File: src/rtl/ifc_host_master.sv
// IFC single-beat bus initiator for the host end of the src3cpld link.
// Request/response front end driving multiplexed AD read and write cycles.
module ifc_host_master #(
    parameter int unsigned ADDR_CYC   = 3,
    parameter int unsigned HOLD_CYC   = 2,
    parameter int unsigned WSETUP_CYC = 3,
    parameter int unsigned WE_CYC     = 4,
    parameter int unsigned RD_CYC     = 2,
    parameter int unsigned RECOV_CYC  = 2
) (
    input  logic        clock_50MHz,
    input  logic        rst_n,
    input  logic        req_valid,
    output logic        req_ready,
    input  logic        req_wr,
    input  logic [7:0]  req_addr,
    input  logic [15:0] req_wdata,
    output logic        rsp_valid,
    output logic [15:0] rsp_rdata,
    output logic [15:0] ifc_ad_o,
    output logic        ifc_ad_oe,
    input  logic [15:0] ifc_ad_i,
    output logic [7:0]  ifc_addr,
    output logic        ifc_avd,
    output logic        ifc_cs,
    output logic        ifc_oe_b,
    output logic        ifc_we_b
);

    localparam logic [7:0] ADDR_LD   = 8'(ADDR_CYC - 1);
    localparam logic [7:0] HOLD_LD   = 8'(HOLD_CYC - 1);
    localparam logic [7:0] WSETUP_LD = 8'(WSETUP_CYC - 1);
    localparam logic [7:0] WE_LD     = 8'(WE_CYC - 1);
    localparam logic [7:0] RD_LD     = 8'(RD_CYC - 1);
    localparam logic [7:0] RECOV_LD  = 8'(RECOV_CYC - 1);

    typedef enum logic [2:0] {
        IDLE,
        ADDR,
        HOLD,
        WSETUP,
        WSTROBE,
        RSTROBE,
        RECOV
    } state_t;

    state_t      state;
    logic [7:0]  cnt;
    logic        wr_q;
    logic [15:0] wdata_q;

    // IFC lane order: AD[0] carries the most significant bit.
    function automatic logic [7:0] rev8(input logic [7:0] v);
        logic [7:0] r;
        for (int i = 0; i < 8; i++) r[i] = v[7-i];
        return r;
    endfunction

    function automatic logic [15:0] rev16(input logic [15:0] v);
        logic [15:0] r;
        for (int i = 0; i < 16; i++) r[i] = v[15-i];
        return r;
    endfunction

    // Bus cycle sequencer; every bus pin and response output is registered here.
    always_ff @(posedge clock_50MHz) begin
        if (!rst_n) begin
            state     <= IDLE;
            cnt       <= '0;
            wr_q      <= 1'b0;
            wdata_q   <= '0;
            req_ready <= 1'b1;
            rsp_valid <= 1'b0;
            rsp_rdata <= '0;
            ifc_ad_o  <= '0;
            ifc_ad_oe <= 1'b0;
            ifc_addr  <= '0;
            ifc_avd   <= 1'b0;
            ifc_cs    <= 1'b1;
            ifc_oe_b  <= 1'b1;
            ifc_we_b  <= 1'b1;
        end else begin
            rsp_valid <= 1'b0;
            unique case (state)
                IDLE: begin
                    if (req_valid && req_ready) begin
                        wr_q      <= req_wr;
                        wdata_q   <= req_wdata;
                        req_ready <= 1'b0;
                        ifc_ad_oe <= 1'b1;
                        ifc_ad_o  <= {8'h00, rev8(req_addr)};
                        ifc_addr  <= rev8(req_addr);
                        ifc_avd   <= 1'b1;
                        cnt       <= ADDR_LD;
                        state     <= ADDR;
                    end
                end
                ADDR: begin
                    if (cnt != 8'd0) begin
                        cnt <= cnt - 8'd1;
                    end else begin
                        ifc_avd <= 1'b0;
                        cnt     <= HOLD_LD;
                        state   <= HOLD;
                    end
                end
                HOLD: begin
                    if (cnt != 8'd0) begin
                        cnt <= cnt - 8'd1;
                    end else if (wr_q) begin
                        ifc_ad_o <= rev16(wdata_q);
                        ifc_cs   <= 1'b0;
                        cnt      <= WSETUP_LD;
                        state    <= WSETUP;
                    end else begin
                        ifc_ad_oe <= 1'b0;
                        ifc_cs    <= 1'b0;
                        ifc_oe_b  <= 1'b0;
                        cnt       <= RD_LD;
                        state     <= RSTROBE;
                    end
                end
                WSETUP: begin
                    if (cnt != 8'd0) begin
                        cnt <= cnt - 8'd1;
                    end else begin
                        ifc_we_b <= 1'b0;
                        cnt      <= WE_LD;
                        state    <= WSTROBE;
                    end
                end
                WSTROBE: begin
                    if (cnt != 8'd0) begin
                        cnt <= cnt - 8'd1;
                    end else begin
                        ifc_we_b  <= 1'b1;
                        ifc_cs    <= 1'b1;
                        rsp_valid <= 1'b1;
                        cnt       <= RECOV_LD;
                        state     <= RECOV;
                    end
                end
                RSTROBE: begin
                    if (cnt != 8'd0) begin
                        cnt <= cnt - 8'd1;
                    end else begin
                        rsp_rdata <= rev16(ifc_ad_i);
                        ifc_cs    <= 1'b1;
                        ifc_oe_b  <= 1'b1;
                        rsp_valid <= 1'b1;
                        cnt       <= RECOV_LD;
                        state     <= RECOV;
                    end
                end
                RECOV: begin
                    ifc_ad_oe <= 1'b0;
                    ifc_ad_o  <= '0;
                    if (cnt != 8'd0) begin
                        cnt <= cnt - 8'd1;
                    end else begin
                        ifc_addr  <= '0;
                        req_ready <= 1'b1;
                        state     <= IDLE;
                    end
                end
                default: begin
                    state <= IDLE;
                end
            endcase
        end
    end

endmodule

File: config.mk
export PLATFORM = sky130hd
export DESIGN_NAME = ifc_host_master
export DESIGN_NICKNAME = d
export VERILOG_FILES = /design/src/rtl/ifc_host_master.sv
export SDC_FILE = /design/constraint.sdc
export NUM_CORES = 1
export LEC_CHECK = 0
export CAP_MARGIN = 20
export CORE_MARGIN = 4
export CORE_UTILIZATION = 49
export CTS_BUF_LIST = sky130_fd_sc_hd__clkbuf_8
export CTS_CLUSTER_DIAMETER = 60
export DETAILED_ROUTE_END_ITERATION = 7
export PLACE_DENSITY = 0.82
export SETUP_SLACK_MARGIN = 0.15
export SYNTH_ARGS = -nofsm -noshare
export SYNTH_HDL_FRONTEND = slang
export SYNTH_SLANG_ARGS = --single-unit
File: constraint.sdc
create_clock -name clock_50MHz -period 2.75 [get_ports clock_50MHz]
set_input_delay 0.55 -clock clock_50MHz [delete_from_list [all_inputs] [get_ports clock_50MHz]]
set_output_delay 0.55 -clock clock_50MHz [all_outputs]
set_load 0.1 [all_outputs]
==> results.sh, run 1 <==
export IMPL_synthCells=346
export IMPL_layout_setup_ws_ns=0.507
export IMPL_maxCapViolCount=0
export IMPL_grt_pass1_wl_um=13000
export IMPL_endpoint_kind="flop"
export IMPL_cpMostUsedCell="o211ai_1"
export IMPL_grt_overflow=0
export IMPL_status="completed"
export IMPL_initial_core_util_pct=51.8
export IMPL_setup_viol=0
export IMPL_drt_iter0_markers=213
export IMPL_first_pass_iters=4
export IMPL_final_cells=516
export IMPL_syn_area_um2=3140
export IMPL_root_buffer="clkbuf_8"
export IMPL_cts_buffer_depth=2
export IMPL_ant_nets=0
export IMPL_ctsResizeCount=0
export IMPL_leakagePower_nw=1.89
export IMPL_synth_distinct_cells=44
export IMPL_tns_ns=0
export IMPL_final_setup_skew_ns=0.00968
export IMPL_fill_cells=490
export IMPL_gp_congestion=0.969
export IMPL_synth_seq_cells=75
export IMPL_p_int_mw=2.57
export IMPL_htreeDepth=3
export IMPL_synth_area_top_cells="dfxtp_1, mux2i_1, nand2_1"
export IMPL_synth_nets=391
export IMPL_grt_max_degree=21
export IMPL_finalHoldViolCount=0
export IMPL_die_area_um2=7750
export IMPL_drc=0
export IMPL_ys_seq_area_share_pct=47.8
export IMPL_grt_pass1_vias=2849
export IMPL_postCtsSetupRepairBufs=0
export IMPL_tritoncts="done"
export IMPL_vias=2932
export IMPL_hold_ws_ns=0.451
export IMPL_post_route_period_util_pct=81.6
export IMPL_vias_per_cell=5.68
export IMPL_slowest_delay_ns=0.55
export IMPL_drive_above_1_share_pct=20.9
export IMPL_wl_per_cell_um=15.5
export IMPL_start_kind="flop"
export IMPL_crit_buf_inv=2
export IMPL_multi_input_area_um2=1500
export IMPL_ir_drop_v=0.000804
export IMPL_placementRows=28
export IMPL_tightest_slew_ns=0.617
export IMPL_cts_sinks=75
export IMPL_max_freq_ghz=0.446
export IMPL_crit_slowest_cell="or3b_2"
export IMPL_p_clk_share_pct=20.2
export IMPL_critPathMaxFanout=16
export IMPL_netlist_area_leader_share_pct=47.8
export IMPL_rsz0062_at_grt="false"
export IMPL_hold_buffers=0
export IMPL_pwr_share_comb_pct=48.1
export IMPL_arrival_ns=2.49
export IMPL_dp_cells=500
export IMPL_yosys_area_top_type="dfxtp_1"
export IMPL_antenna_cells=0
export IMPL_die_h_um=88.1
export IMPL_switching_share_pct=45.3
export IMPL_clkTransAtPathRegs_ns=0.07
export IMPL_max_slew_margin_rel_pct=58.6
export IMPL_track_usage_pct=21.5
export IMPL_pwr_density_cell_nw_per_um2=1110
export IMPL_maxSlewViolCount=0
export IMPL_utilization_pct=69.9
export IMPL_cp_required_ns=3.00
export IMPL_die_width_um=88.1
export IMPL_pwr_share_seq_pct=31.7
export IMPL_hold_class="flop to flop"
export IMPL_crit_chain="inv_1 > ha_1 > or3b_2 > o211ai_1 > o211ai_1 > buf_4 > a32o_1"
export IMPL_p_sw_mw=2.13
export IMPL_drt_total_wl_um=7990
export IMPL_dp_slack_ns=0.522
export IMPL_io_buffers=90
export IMPL_nNetsFinal=481
export IMPL_critPathKind="flop to flop"
export IMPL_period_minus_slack_ns=2.24
export IMPL_area_growth_synth_to_final_pct=34.9
export IMPL_area_sequential_um2=1500
export IMPL_ys_warn_count=0
export IMPL_clkLatencyLatePin_ns=0.35
export IMPL_cts_buffers=9
export IMPL_critPathTopFamily="compound AO/OA/AOI/OAI gates"
export IMPL_design_core_area_um2=6060
export IMPL_hpwl_um=5650
export IMPL_grt_antenna_before_repair=0
export IMPL_syn_avg_cell_area_um2=9.08
export IMPL_io_pins=91
layout make-up:
| type | instances | area share [%] |
|---|---|---|
| clock buffer | 11 | 3.57 |
| clock inverter | 5 | 1.80 |
| sequential | 75 | 35.4 |
| multi-input combinational | 239 | 35.4 |
| inverter | 7 | 0.620 |
| tap | 75 | 2.22 |
| timing repair buffer | 104 | 21.0 |
flip-flops by register name (all words and copies together) (netlist names), 3 cells and up:
register / cells
wdata_q: 16
cnt: 8
ifc_addr: 8
state: 3
ifc_ad_o: 16
rsp_rdata: 16
worst paths after layout:
check | from | to | slack (ns) | cells after the start
worst max-delay path | cnt[0] | ifc_ad_o[12] | 0.51 | 7
worst min-delay path | wdata_q[8] | wdata_q[8] | 0.45 | 2
worst max register to register | cnt[0] | ifc_ad_o[12] | 0.51 | 7
worst min register to register | wdata_q[8] | wdata_q[8] | 0.45 | 2
worst register-to-register path: cells and delay by family (launching register included):
family,cells,cell delay (ns)
AOI/OAI and AO/OA,3,0.77
and+or+nand+nor,1,0.55
DFF,1,0.33
buffers and inverters,2,0.32
adders and majority gates,1,0.17
cell usage in the layout (no fill, tap or decap), types with 9 or more instances in the layout:
cell,count
mux2i_1,25
a21oi_1,32
a32o_1,14
nor2_1,25
buf_4,61
clkbuf_8,11
clkdlybuf4s50_1,43
inv_1,9
dfxtp_1,75
nor2b_1,9
nand2_1,61
kinds of logic (layout without fill, tap and decap cells):
group                      count (synthesis)  after routing  synth area share, %
buffers and inverters                     32            127                 4.46
and+or+nand+nor                          128            128                 19.3
muxes                                     33             33                 10.8
DFF                                       75             75                 47.8
AOI/OAI and AO/OA                         77             77                 17.2
adders and majority gates                  1              1                0.398
routing by layer:
metal  GRT usage [%]  vias to the layer above  routed length (um)
met4            10.3                        0                 140
met2            35.3                      100                3930
met3            6.40                       15                 593
li1                -                     1417                   -
met1            25.8                     1400                3330
met5               0                        -                   0
through the flow:
step | area (um2) | power, mW
4_1_cts | 4240 | 4.73
5_1_grt | 4240 | 4.96
6_report | 4240 | 4.71
3_3_place_gp | 4010 | 3.72
3_5_place_dp | 4010 | 3.76
2_1_floorplan | 3140 | 3.19
power groups by stage:
stage          Combinational, mW  Sequential [mW]  Clock [mW]
2_1_floorplan               1.06             2.14           0
3_3_place_gp                2.21             1.51           0
3_5_place_dp                2.25             1.52           0
4_1_cts                     2.26             1.49       0.974
5_1_grt                     2.43             1.53        1.01
6_report                    2.26             1.49       0.950
cells in the mapped netlist (all sizes together):
cell	n
a31o	2
a21boi	1
nand2	61
or3b	1
ha	1
dfxtp	75
o21bai	1
o211a	1
a311o	2
o31ai	8
or4	9
o21a	2
nand4	1
buf	8
a311oi	1
o21ai	5
nor2	25
nor3	3
a21o	1
or2	2
a21oi	32
a2111o	1
nor4	3
and3	3
mux2i	25
nand2b	1
mux2	8
inv	7
nor2b	9
o221ai	1
or3	3
o211ai	4
nor3b	1
o221a	1
clkbuf	17
nand3	5
and2	1
a32o	14
(Power assumes the default switching activity.)
==> inputs of run 2 (changes only) <==
clock period = 2.3 ns   (was 2.75 ns; I/O delays follow)
==> run 2 against run 1 <==
  * Critical path depth fell by 3
  * Clock-buffer cell count is 2 lower
  * Total power is 21% higher
  * Non-clock buffer count is 5 higher
  * Routed wire length decreased by 2.5%
  * Clock skew down 0.0047 ns
  * Die area is the same
  * Clock power increased by 18%
  * Global-route usage fell by 0.70 points
  * Sequential power increased by 19%
  * Critical endpoint is now rsp_rdata[14]
  * Highest routed layer unchanged
==> results.sh, run 2 (synthesized netlist as in run 1, its figures left out) <==
export IMPL_crit_slowest_cell="or4_4"
export IMPL_grt_pass1_wl_um=12600
export IMPL_crit_chain="or4_1 > or4_4 > mux2i_1 > nor2_1"
export IMPL_final_setup_skew_ns=0.00497
export IMPL_die_area_um2=7750
export IMPL_hold_end="wdata_q[9]"
export IMPL_hold_start="wdata_q[9]"
export IMPL_start_kind="flop"
export IMPL_tightest_slew_ns=0.577
export IMPL_holdPathStages=2
export IMPL_first_pass_iters=4
export IMPL_drive_above_1_share_pct=22.9
export IMPL_period_minus_slack_ns=2.09
export IMPL_r2r_slack_ns=0.21
export IMPL_drc=0
export IMPL_cts_sinks=75
export IMPL_setup_viol=0
export IMPL_endpoint_kind="flop"
export IMPL_io_pins=91
export IMPL_rsz0062_at_grt="true"
export IMPL_root_buffer="clkbuf_8"
export IMPL_finalHoldViolCount=0
export IMPL_placementRows=28
export IMPL_timing_rr_end="rsp_rdata[14]"
export IMPL_fill_cells=466
export IMPL_final_cell_mix="dfxtp_1, buf_4, nand2_1, clkdlybuf4s50_1, a21oi_1"
export IMPL_reg_largest_list="ifc_ad_o x16, rsp_rdata x16, wdata_q x16"
export IMPL_clkTransAtPathRegs_ns=0.08
export IMPL_critPathMaxFanout=17
export IMPL_maxSlewViolCount=0
export IMPL_critPathKind="flop to flop"
export IMPL_final_common_cell="dfxtp_1"
export IMPL_htreeDepth=3
export IMPL_gp_congestion=0.934
export IMPL_cts_buffer_depth=2
export IMPL_wl_per_cell_um=15.0
export IMPL_grt_pass1_vias=2693
export IMPL_initial_core_util_pct=51.8
export IMPL_drt_iter0_markers=169
export IMPL_ant_nets=0
export IMPL_io_buffers=90
export IMPL_max_freq_ghz=0.478
export IMPL_nNetsFinal=486
export IMPL_drt_total_wl_um=7800
export IMPL_die_width_um=88.1
export IMPL_cp_required_ns=2.54
export IMPL_max_slew_margin_rel_pct=61.4
export IMPL_grt_overflow=0
export IMPL_pwr_density_cell_nw_per_um2=1330
export IMPL_maxCapViolCount=0
export IMPL_cts_buffers=9
export IMPL_ir_drop_v=0.000878
export IMPL_area_growth_synth_to_final_pct=36.3
export IMPL_slowest_delay_ns=0.70
export IMPL_grt_max_degree=29
export IMPL_track_usage_pct=20.8
export IMPL_clkLatencyLatePin_ns=0.35
export IMPL_hold_class="flop to flop"
export IMPL_antenna_cells=0
export IMPL_die_h_um=88.1
export IMPL_vias=2905
export IMPL_grt_antenna_before_repair=0
export IMPL_hpwl_um=5650
export IMPL_arrival_ns=2.33
export IMPL_post_route_period_util_pct=91.0
export IMPL_tns_ns=0
export IMPL_status="completed"
export IMPL_rr_startpoint="cnt[7]"
export IMPL_vias_per_cell=5.58
export IMPL_tritoncts="done"
export IMPL_leakagePower_nw=1.90
export IMPL_totalPowerFinal_mw=5.69
export IMPL_rr_worst_depth=4
export IMPL_design_core_area_um2=6060
## run 2: changes by cell type in the layout (fill, tap and decap cells not counted), sizes merged
cell      previous run  this run
inv                 10         9
clkinv               0         2
buf                 61        66
clkinvlp             0         1
clkbuf              11         9
## run 2: per-stage QoR
stage / utilization (%) / instance area, um2 / std cells / hold WS (ns) / setup WS, ns
floorplan: - / 3160 / 346 / 0.432 / 0.154
global placement: 66.7 / 4050 / 504 / 0.439 / 0.249
detailed placement: 66.7 / 4050 / 504 / 0.443 / 0.165
CTS: 70.4 / 4270 / 520 / 0.456 / 0.160
global route: 70.6 / 4280 / 521 / 0.480 / 0.144
finish: 70.6 / 4280 / 521 / 0.456 / 0.206
## run 2: power breakdown
group / switching (mW) / leakage [nW] / internal [mW]
clock network: 0.505 / 0.110 / 0.618
registers: 0.213 / 0.611 / 1.56
logic: 1.87 / 1.18 / 0.918
total: 2.59 / 1.90 / 3.10
## run 2: metal layers
metal	global-route usage (%)	vias to the layer above	part of all wire, %
met1	25.3	1377	41
met2	35.1	90	51
met3	7.06	12	6.6
met4	5.91	0	1.4
li1	-	1426	-
met5	0	-	0
## run 2: worst max-delay path by stage
stage / from / slack (ns) / endpoint
2_1_floorplan: cnt[0] / 0.15 / rsp_rdata[0]
3_3_place_gp: cnt[0] / 0.25 / rsp_rdata[1]
3_5_place_dp: cnt[0] / 0.17 / rsp_rdata[14]
4_1_cts: cnt[0] / 0.16 / rsp_rdata[14]
5_1_grt: cnt[4] / 0.14 / rsp_rdata[15]
6_report: cnt[7] / 0.21 / rsp_rdata[14]
## run 2: critical path, delay by kind of cell (launching register included)
| kind | cells | cell delay, ns |
|---|---|---|
| DFF | 1 | 0.34 |
| and+or+nand+nor | 3 | 1.41 |
| muxes | 1 | 0.23 |
## run 2: cell type report
class | count | area (um2) | share of cell area [%]
Clock inverter | 7 | 98.8 | 2.31
Multi-Input combinational cell | 239 | 1510 | 35.2
Inverter | 7 | 26.3 | 0.614
Tap cell | 75 | 93.8 | 2.19
Timing Repair Buffer | 109 | 926 | 21.6
Clock buffer | 9 | 124 | 2.89
Sequential cell | 75 | 1500 | 35.1
## run 2: what timing repair did
item                                    CTS  global route
endpoints found under the hold margin     0             0
buffers inserted                          0             1
hold buffers                              0             0
endpoints found under the setup margin    0            24
resized for setup                         0             1
